**src/rtl/rvm_ctrl_seq.sv**
```systemverilog
// rtl/rvm_ctrl_seq.sv - multi-cycle control sequencer with memory handshakes, traps and retire counter
module rvm_ctrl_seq #(
    parameter int MEM_TIMEOUT = 255,
    parameter int TMR_W       = 8,
    parameter int MC_W        = 5,
    parameter int CNT_W       = 32
) (
    input  logic             clk,
    input  logic             resetn,
    output logic             imem_req,
    input  logic             imem_ack,
    input  logic             imem_err,
    output logic             dmem_req,
    input  logic             dmem_ack,
    input  logic             dmem_err,
    input  logic             dec_illegal,
    input  logic             dec_is_mem,
    input  logic [MC_W-1:0]  dec_mc_len,
    input  logic             dec_wb,
    input  logic             irq,
    output logic             ir_load,
    output logic             rf_wen,
    output logic             pc_update,
    output logic             trap_take,
    output logic [3:0]       trap_cause,
    output logic [CNT_W-1:0] instret,
    output logic [3:0]       state_o
);

    typedef enum logic [3:0] {
        S_RESET  = 4'd0,
        S_FETCH  = 4'd1,
        S_DECODE = 4'd2,
        S_EXEC   = 4'd3,
        S_MEM    = 4'd4,
        S_WB     = 4'd5,
        S_TRAP   = 4'd6
    } state_t;

    localparam logic [TMR_W-1:0] TMO    = TMR_W'(MEM_TIMEOUT);
    localparam bit               TMO_EN = (MEM_TIMEOUT != 0);

    localparam logic [3:0] CAUSE_IFAULT  = 4'h1;
    localparam logic [3:0] CAUSE_ILLEGAL = 4'h2;
    localparam logic [3:0] CAUSE_DFAULT  = 4'h5;
    localparam logic [3:0] CAUSE_IRQ     = 4'hB;

    state_t            state;
    state_t            state_nxt;
    logic [TMR_W-1:0]  tmr;
    logic [MC_W-1:0]   mc_cnt;
    logic [MC_W-1:0]   mc_nxt;
    logic [3:0]        cause_nxt;
    logic              timed_out;

    assign timed_out = TMO_EN && (tmr == TMO);
    assign state_o   = state;

    always_comb begin
        state_nxt = state;
        mc_nxt    = mc_cnt;
        cause_nxt = trap_cause;
        imem_req  = 1'b0;
        dmem_req  = 1'b0;
        ir_load   = 1'b0;
        rf_wen    = 1'b0;
        pc_update = 1'b0;
        trap_take = 1'b0;
        case (state)
            S_RESET: state_nxt = S_FETCH;
            S_FETCH: begin
                imem_req = 1'b1;
                ir_load  = imem_ack & ~imem_err;
                if (imem_err) begin
                    state_nxt = S_TRAP;
                    cause_nxt = CAUSE_IFAULT;
                end else if (imem_ack) begin
                    state_nxt = S_DECODE;
                end else if (timed_out) begin
                    state_nxt = S_TRAP;
                    cause_nxt = CAUSE_IFAULT;
                end
            end
            S_DECODE: begin
                if (irq) begin
                    state_nxt = S_TRAP;
                    cause_nxt = CAUSE_IRQ;
                end else if (dec_illegal) begin
                    state_nxt = S_TRAP;
                    cause_nxt = CAUSE_ILLEGAL;
                end else if (dec_mc_len != '0) begin
                    state_nxt = S_EXEC;
                    mc_nxt    = dec_mc_len - MC_W'(1);
                end else if (dec_is_mem) begin
                    state_nxt = S_MEM;
                end else begin
                    state_nxt = S_WB;
                end
            end
            S_EXEC: begin
                if (mc_cnt == '0) begin
                    state_nxt = dec_is_mem ? S_MEM : S_WB;
                end else begin
                    mc_nxt = mc_cnt - MC_W'(1);
                end
            end
            S_MEM: begin
                dmem_req = 1'b1;
                if (dmem_err) begin
                    state_nxt = S_TRAP;
                    cause_nxt = CAUSE_DFAULT;
                end else if (dmem_ack) begin
                    state_nxt = S_WB;
                end else if (timed_out) begin
                    state_nxt = S_TRAP;
                    cause_nxt = CAUSE_DFAULT;
                end
            end
            S_WB: begin
                pc_update = 1'b1;
                rf_wen    = dec_wb;
                state_nxt = S_FETCH;
            end
            S_TRAP: begin
                pc_update = 1'b1;
                trap_take = 1'b1;
                state_nxt = S_FETCH;
            end
            default: state_nxt = S_RESET;
        endcase
    end

    always_ff @(posedge clk or negedge resetn) begin
        if (!resetn) begin
            state      <= S_RESET;
            tmr        <= '0;
            mc_cnt     <= '0;
            trap_cause <= '0;
            instret    <= '0;
        end else begin
            state      <= state_nxt;
            mc_cnt     <= mc_nxt;
            trap_cause <= cause_nxt;
            if (state == S_WB) begin
                instret <= instret + CNT_W'(1);
            end
            // wait timer restarts on each new handshake and saturates while stalled
            if ((state_nxt == S_FETCH || state_nxt == S_MEM) && state_nxt != state) begin
                tmr <= '0;
            end else if ((state == S_FETCH || state == S_MEM) && tmr != '1) begin
                tmr <= tmr + TMR_W'(1);
            end
        end
    end

endmodule

```
**config.mk**
```make
export PLATFORM = sky130hd
export DESIGN_NAME = rvm_ctrl_seq
export DESIGN_NICKNAME = d
export VERILOG_FILES = /design/src/rtl/rvm_ctrl_seq.sv
export SDC_FILE = /design/constraint.sdc
export NUM_CORES = 1
export LEC_CHECK = 0
export CORE_ASPECT_RATIO = 1.2
export CORE_MARGIN = 8
export CORE_UTILIZATION = 40
export DETAILED_ROUTE_END_ITERATION = 6
export GPL_TIMING_DRIVEN = 0
export PLACE_DENSITY = 0.64
export RECOVER_POWER = 25
export SYNTH_ARGS = -nofsm -noshare
export SYNTH_HDL_FRONTEND = slang
export SYNTH_SLANG_ARGS = --single-unit
```
**constraint.sdc**
```tcl
create_clock -name clk -period 3.7 [get_ports clk]
set_input_delay 0.74 -clock clk [delete_from_list [all_inputs] [get_ports clk]]
set_output_delay 0.74 -clock clk [all_outputs]
set_load 0.05 [all_outputs]
```
* Yosys cells after proc, flatten, opt, wreduce, memory -nomap -nowiden
Index checks and enable logic that the tools add are counted.
** Word-level totals
- Register bits after elaboration :: 53
- Input bits :: 15
- Output and inout bits :: 46
- Word-level logic and storage cells :: 78
** Operators by class
- $add $sub $neg :: 4
- Equality and inequality tests :: 20
- Multiplexer cells :: 33
- Bitwise gates (word level) :: 2
- Reductions and logical operators :: 14
** Operator list (count)
- two-way mux 4 bit :: 14
- adder 32 x 1 -> 32 bit (second input constant) :: 1
- two-way mux 5 bit :: 4
- one-hot mux 4 bit (5 select lines) :: 1
- == test 4 x 3 -> 1 bit (second input constant) :: 4
- two-way mux 8 bit :: 2
- inequality test 3 bit (second input constant) :: 5
- one-hot mux 4 bit (3 select lines) :: 1
- one-hot mux 5 bit (2 select lines) :: 1
- subtractor 5 x 1 -> 5 bit (second input constant) :: 2
- two-way mux 3 bit :: 3
- adder 8 x 1 -> 8 bit (second input constant) :: 1
- == test 4 x 1 -> 1 bit (second input constant) :: 2
- == test 4 x 2 -> 1 bit (second input constant) :: 2
- == test 8 bit (second input constant) :: 1
- inequality test 2 bit (second input constant) :: 4
- inequality test 8 bit (second input constant) :: 1
- two-way mux 1 bit :: 7
- AND reduction 6 bit :: 1
- logical NOT 5 bit :: 1
- AND reduction 5 bit :: 1
- nonzero test 5 bit :: 1
- logical NOT 4 bit :: 1
- inequality test 4 bit :: 1
- other kinds (8) :: 11

* Logic depth before layout (Yosys ltp)
- Word-level depth :: 9
- Gate-level depth with buffers :: 9
- Gate-level depth less buffers :: 7

* Least setup slack after synthesis
OpenSTA, ideal clock, no wires.
- Path type :: register to output
- Start :: reg state[3] (netlist: state_o[3])
- End :: out ir_load
- Arrival time :: 2.643 ns
- Required time :: 2.960 ns
- Path slack :: 0.317 ns
- Stages on the path, launching flop included :: 5
- Cell sequence :: dfrtp_1 > buf_6 > nor4b_2 > nor2b_1 > and2_1
** Between the ends
- Longest elaborated chain between the ends :: 2
** RTL lines
- start, declared :: RTL line 48 : state_t state;
- start signal, assigned :: RTL line 141 : state <= state_nxt;
- == test 4 x 1 -> 1 bit :: RTL line 69 : case (state)
- two-way mux 1 bit :: RTL line 69
- end, declared :: RTL line 21 : output logic ir_load,
Every way passes these cells.

* Final worst setup path
Same ends and word-level chain as after synthesis.

==> implementation parameters <==
Parameter                              Value

CTS
  Clock latency of the later-clocked register in the worst-skew pair ... 0.31 ns
  Sink Count ... 53
  Clock transition time at the flip-flop clock pins of the worst setup and hold paths ... about 0.090 ns
  Maximum clock path buffer count ... 2
  Number of setup buffers added after CTS ... 0
  Num CTS Buffers ... 5
  H-tree level count ... 2
  Hold buffers post-CTS ... 0
  Clock tree from TritonCTS ... built
  Post-CTS sizing ... 0
  Cell chosen for the clock root ... sky130_fd_sc_hd__clkbuf_8

Worst setup path
  Worst r2r dst ... mc_cnt[4]
  Worst-path maximum fanout ... 10
  Nature of the critical path endpoint ... output port
  Worst Path Buf+Inv ... 2
  Total number of cells along the worst setup path ... 5
  Register-to-register path setup slack ... roughly 1.4 ns
  Slowest stage delay, CP ... roughly 0.8 ns
  Crit-path leading delay family ... simple AND/OR/NAND/NOR gates
  Beginning of the worst register-to-register path ... state_o[2]
  Worst Reg-to-Reg Cells ... 9
  Endpoint required time on the critical path ... roughly 3.0 ns
  Setup crit end ... ir_load
  Crit path from ... state_o[3]
  Kind of start point of the critical path ... flip-flop
  Critical path type ... reg2out
  Critical path data arrival time ... 2.63 ns
  Cell with the largest stage delay on the worst path ... sky130_fd_sc_hd__clkdlybuf4s50_1
  Critical Path, Cell by Cell ... buf_6, nor4b_2, nor2b_1, and2_1, clkdlybuf4s50_1

Place
  PortBufs ... 60
  Final weighted congestion of routability-driven global placement ... approximately 0.8
  Worst slack at placement ... about 0.50 ns
  Post-DP HPWL ... approximately 4.9 mm

Floorplan
  Die Width ... between 90 and 100 um
  Die height ... ~110 um
  Initial Utilization ... 0.415
  Standard cell core area ... between 0.006 and 0.007 mm^2
  Total I/O pin count ... 61
  Die ar. ... around 0.010 mm^2
  Placement row count ... 33

Detailed routing
  Wire length per cell after detailed routing ... between 10 and 15 um
  Residual antenna-violating net count after detailed routing ... 0
  DR pass1 iterations ... 4
  Vias after detailed routing ... 2335
  Iteration-0 DRC count of the detailed router ... 100
  Wire length after detailed routing ... about 6.6 mm
  Average via count per standard cell ... about 5.3
  DRC viols ... 0

Layout
  Fin nets ... roughly 370
  Area growth from synthesis to final layout ... 27.9%
  Proportion of layout cells with a drive suffix above 1 ... 0.0674
  Number of inserted diodes ... 0

Synth
  Fraction of synthesis flops using an asynchronous set or reset pin ... 1.00
  Library cell with the largest summed area after synthesis ... sky130_fd_sc_hd__dfrtp_1
  Proportion of netlist area held by the largest area contributor ... 0.466
  Seq cells post-synth ... 53
  Total nets after synthesis ... between 300 and 400
  Number of synthesized flops with an enable pin ... 0
  Most frequent cell after synthesis ... sky130_fd_sc_hd__dfrtp_1
  Most frequent cells after synthesis ... sky130_fd_sc_hd__dfrtp_1, sky130_fd_sc_hd__nand2_1, sky130_fd_sc_hd__xnor2_1
  Fraction of the yosys area taken by sequential cells ... 0.466
  Number of distinct library cells after synthesis ... 55
  Post-Syn Instances ... between 200 and 300
  Number of warnings issued by yosys ... 0
  Most area-consuming cells after synthesis ... sky130_fd_sc_hd__dfrtp_1, sky130_fd_sc_hd__xnor2_1, sky130_fd_sc_hd__xor2_1
  Post-synthesis instance area ... 0.00285 mm^2
  Mean Syn Cell Area ... approximately 9.9 um^2
  Most used flip-flop cell after synthesis ... sky130_fd_sc_hd__dfrtp_1

Timing
  Setup TNS Final ... 0 ns
  Final critical-path required period ... roughly 3.4 ns
  Slew at the pin closest to its max-slew limit ... 2.06 ns
  Total count of max-transition violations in the final report ... 40
  Part of the cycle the worst path needs ... 0.910
  Setup Skew ... a little over 0.009 ns
  Final hold violations ... 0
  Setup repair after global routing missed its margin ... false
  Post-route worst setup slack ... approximately 0.33 ns
  Max Clock Freq ... about 300 MHz
  Setup Viol. Count Final ... 0
  Worst slew margin relative to its limit ... -0.375

Global route
  Via count of the first global-routing pass ... about 2400
  Wire length of the first global-routing pass ... about 11 mm
  Largest net degree at the start of global routing ... 40
  All-Layer GR Usage ... 0.135
  GR Overflow Total ... 0
  Initial antenna violation count ... 0

Power
  Sum of internal, switching and leakage power ... approximately 1.7 mW
  Internal power ... 1.03 mW
  Proportion of power drawn by combinational gates ... 0.381
  Maximum resistive drop on vdd ... roughly 0.00023 V
  Proportion of power drawn by the clock network ... 0.191
  Leak ... roughly 1.6 nW
  Switching fraction of total power ... 0.402
  Reported net switching power ... between 600 and 700 uW
  Areal power density over the cells ... ~470 mW/mm^2
  Reg power frac ... 0.428

Hold path
  Worst min path class ... in2async

Outcome
  Violations in the final reports ... capacitance limit, slew limit
  Status ... finished, violations left

Job
  Max-Cap Viols ... 1
power by group through the flow:
stage,Clock (mW),Combinational (mW),Sequential [mW]
2_1_floorplan,0,0.328,0.866
3_3_place_gp,0,0.656,0.748
3_5_place_dp,0,0.662,0.752
4_1_cts,0.344,0.666,0.739
5_1_grt,0.368,0.715,0.754
6_report,0.331,0.659,0.739
flip-flops by register name, indices dropped and copies added (netlist names):
register	flops
instret	32
state_o	4
trap_cause	4
mc_cnt	5
tmr	8
area by class of cell:
type	count	area, um^2
fill	639	3210
multi-input combinational	214	1430
sequential	53	1330
timing repair buffer	61	598
tap	87	109
clock buffer	6	72.6
buffer	9	50.0
inverter	11	41.3
clock inverter	2	13.8
worst reg2reg max path: stages, from the launching register on:
cell                        delay, ns
sky130_fd_sc_hd__dfrtp_1         0.42
sky130_fd_sc_hd__clkbuf_1        0.32
sky130_fd_sc_hd__nand4bb_1       0.18
sky130_fd_sc_hd__clkbuf_1        0.30
sky130_fd_sc_hd__mux2i_1         0.28
sky130_fd_sc_hd__ha_1            0.28
sky130_fd_sc_hd__a31oi_1         0.11
sky130_fd_sc_hd__a31oi_1         0.14
sky130_fd_sc_hd__nor2_1          0.05
sky130_fd_sc_hd__a2bb2oi_1       0.13
cells in the final DEF (no fill, tap or decap), drive strengths merged, types with 8 or more instances in the layout:
cell type      Yosys  final
dfrtp             53     53
clkdlybuf4s50      0     59
xor2              14     14
inv               11     12
a21oi             10     10
nand2             23     23
clkbuf             4     12
o21ai              8      8
and3               8      8
nand4             13     13
xnor2             24     24
nand3             22     22
nor2              18     18
how the worst min path moves through the flow:
stage / end / slack, ns / cells after the start
2_1_floorplan: instret[0] / 0.44 / 0
3_3_place_gp: instret[22] / 0.48 / 1
3_5_place_dp: instret[24] / 0.48 / 1
4_1_cts: tmr[5] / 0.35 / 1
5_1_grt: instret[24] / 0.53 / 1
6_report: mc_cnt[2] / 0.50 / 1
stage by stage:
step                      instances  hold WS [ns]  utilization  area, um^2
after global routing            443         0.533        0.531        3640
final                           443         0.496        0.531        3640
after global placement          434         0.480        0.519        3560
after detailed placement        435         0.485        0.521        3570
after CTS                       443         0.349        0.534        3660
after floorplan                 287         0.444            -        2850
logic make-up (layout without fill, tap and decap cells):
kind of cell             count (synthesis)  after routing  share of synthesized area
other                                    1              1                    0.00132
buffers and inverters                   20             89                     0.0321
multiplexers                             7              7                     0.0259
AND/OR/NAND/NOR                        126            126                      0.250
AO/OA/AOI/OAI                           39             39                     0.0927
adder cells (fa/ha/maj)                  3              3                     0.0132
flip-flops                              53             53                      0.466
XOR/XNOR                                38             38                      0.120
routing by layer:
layer  vias up  wire [um]  GRT usage
li1       1149          -          -
met1      1138       3020      0.164
met2        42       3110      0.226
met3         6        380     0.0402
met4         0         66     0.0381
met5         -          0          0
(Power assumes the default switching activity.)
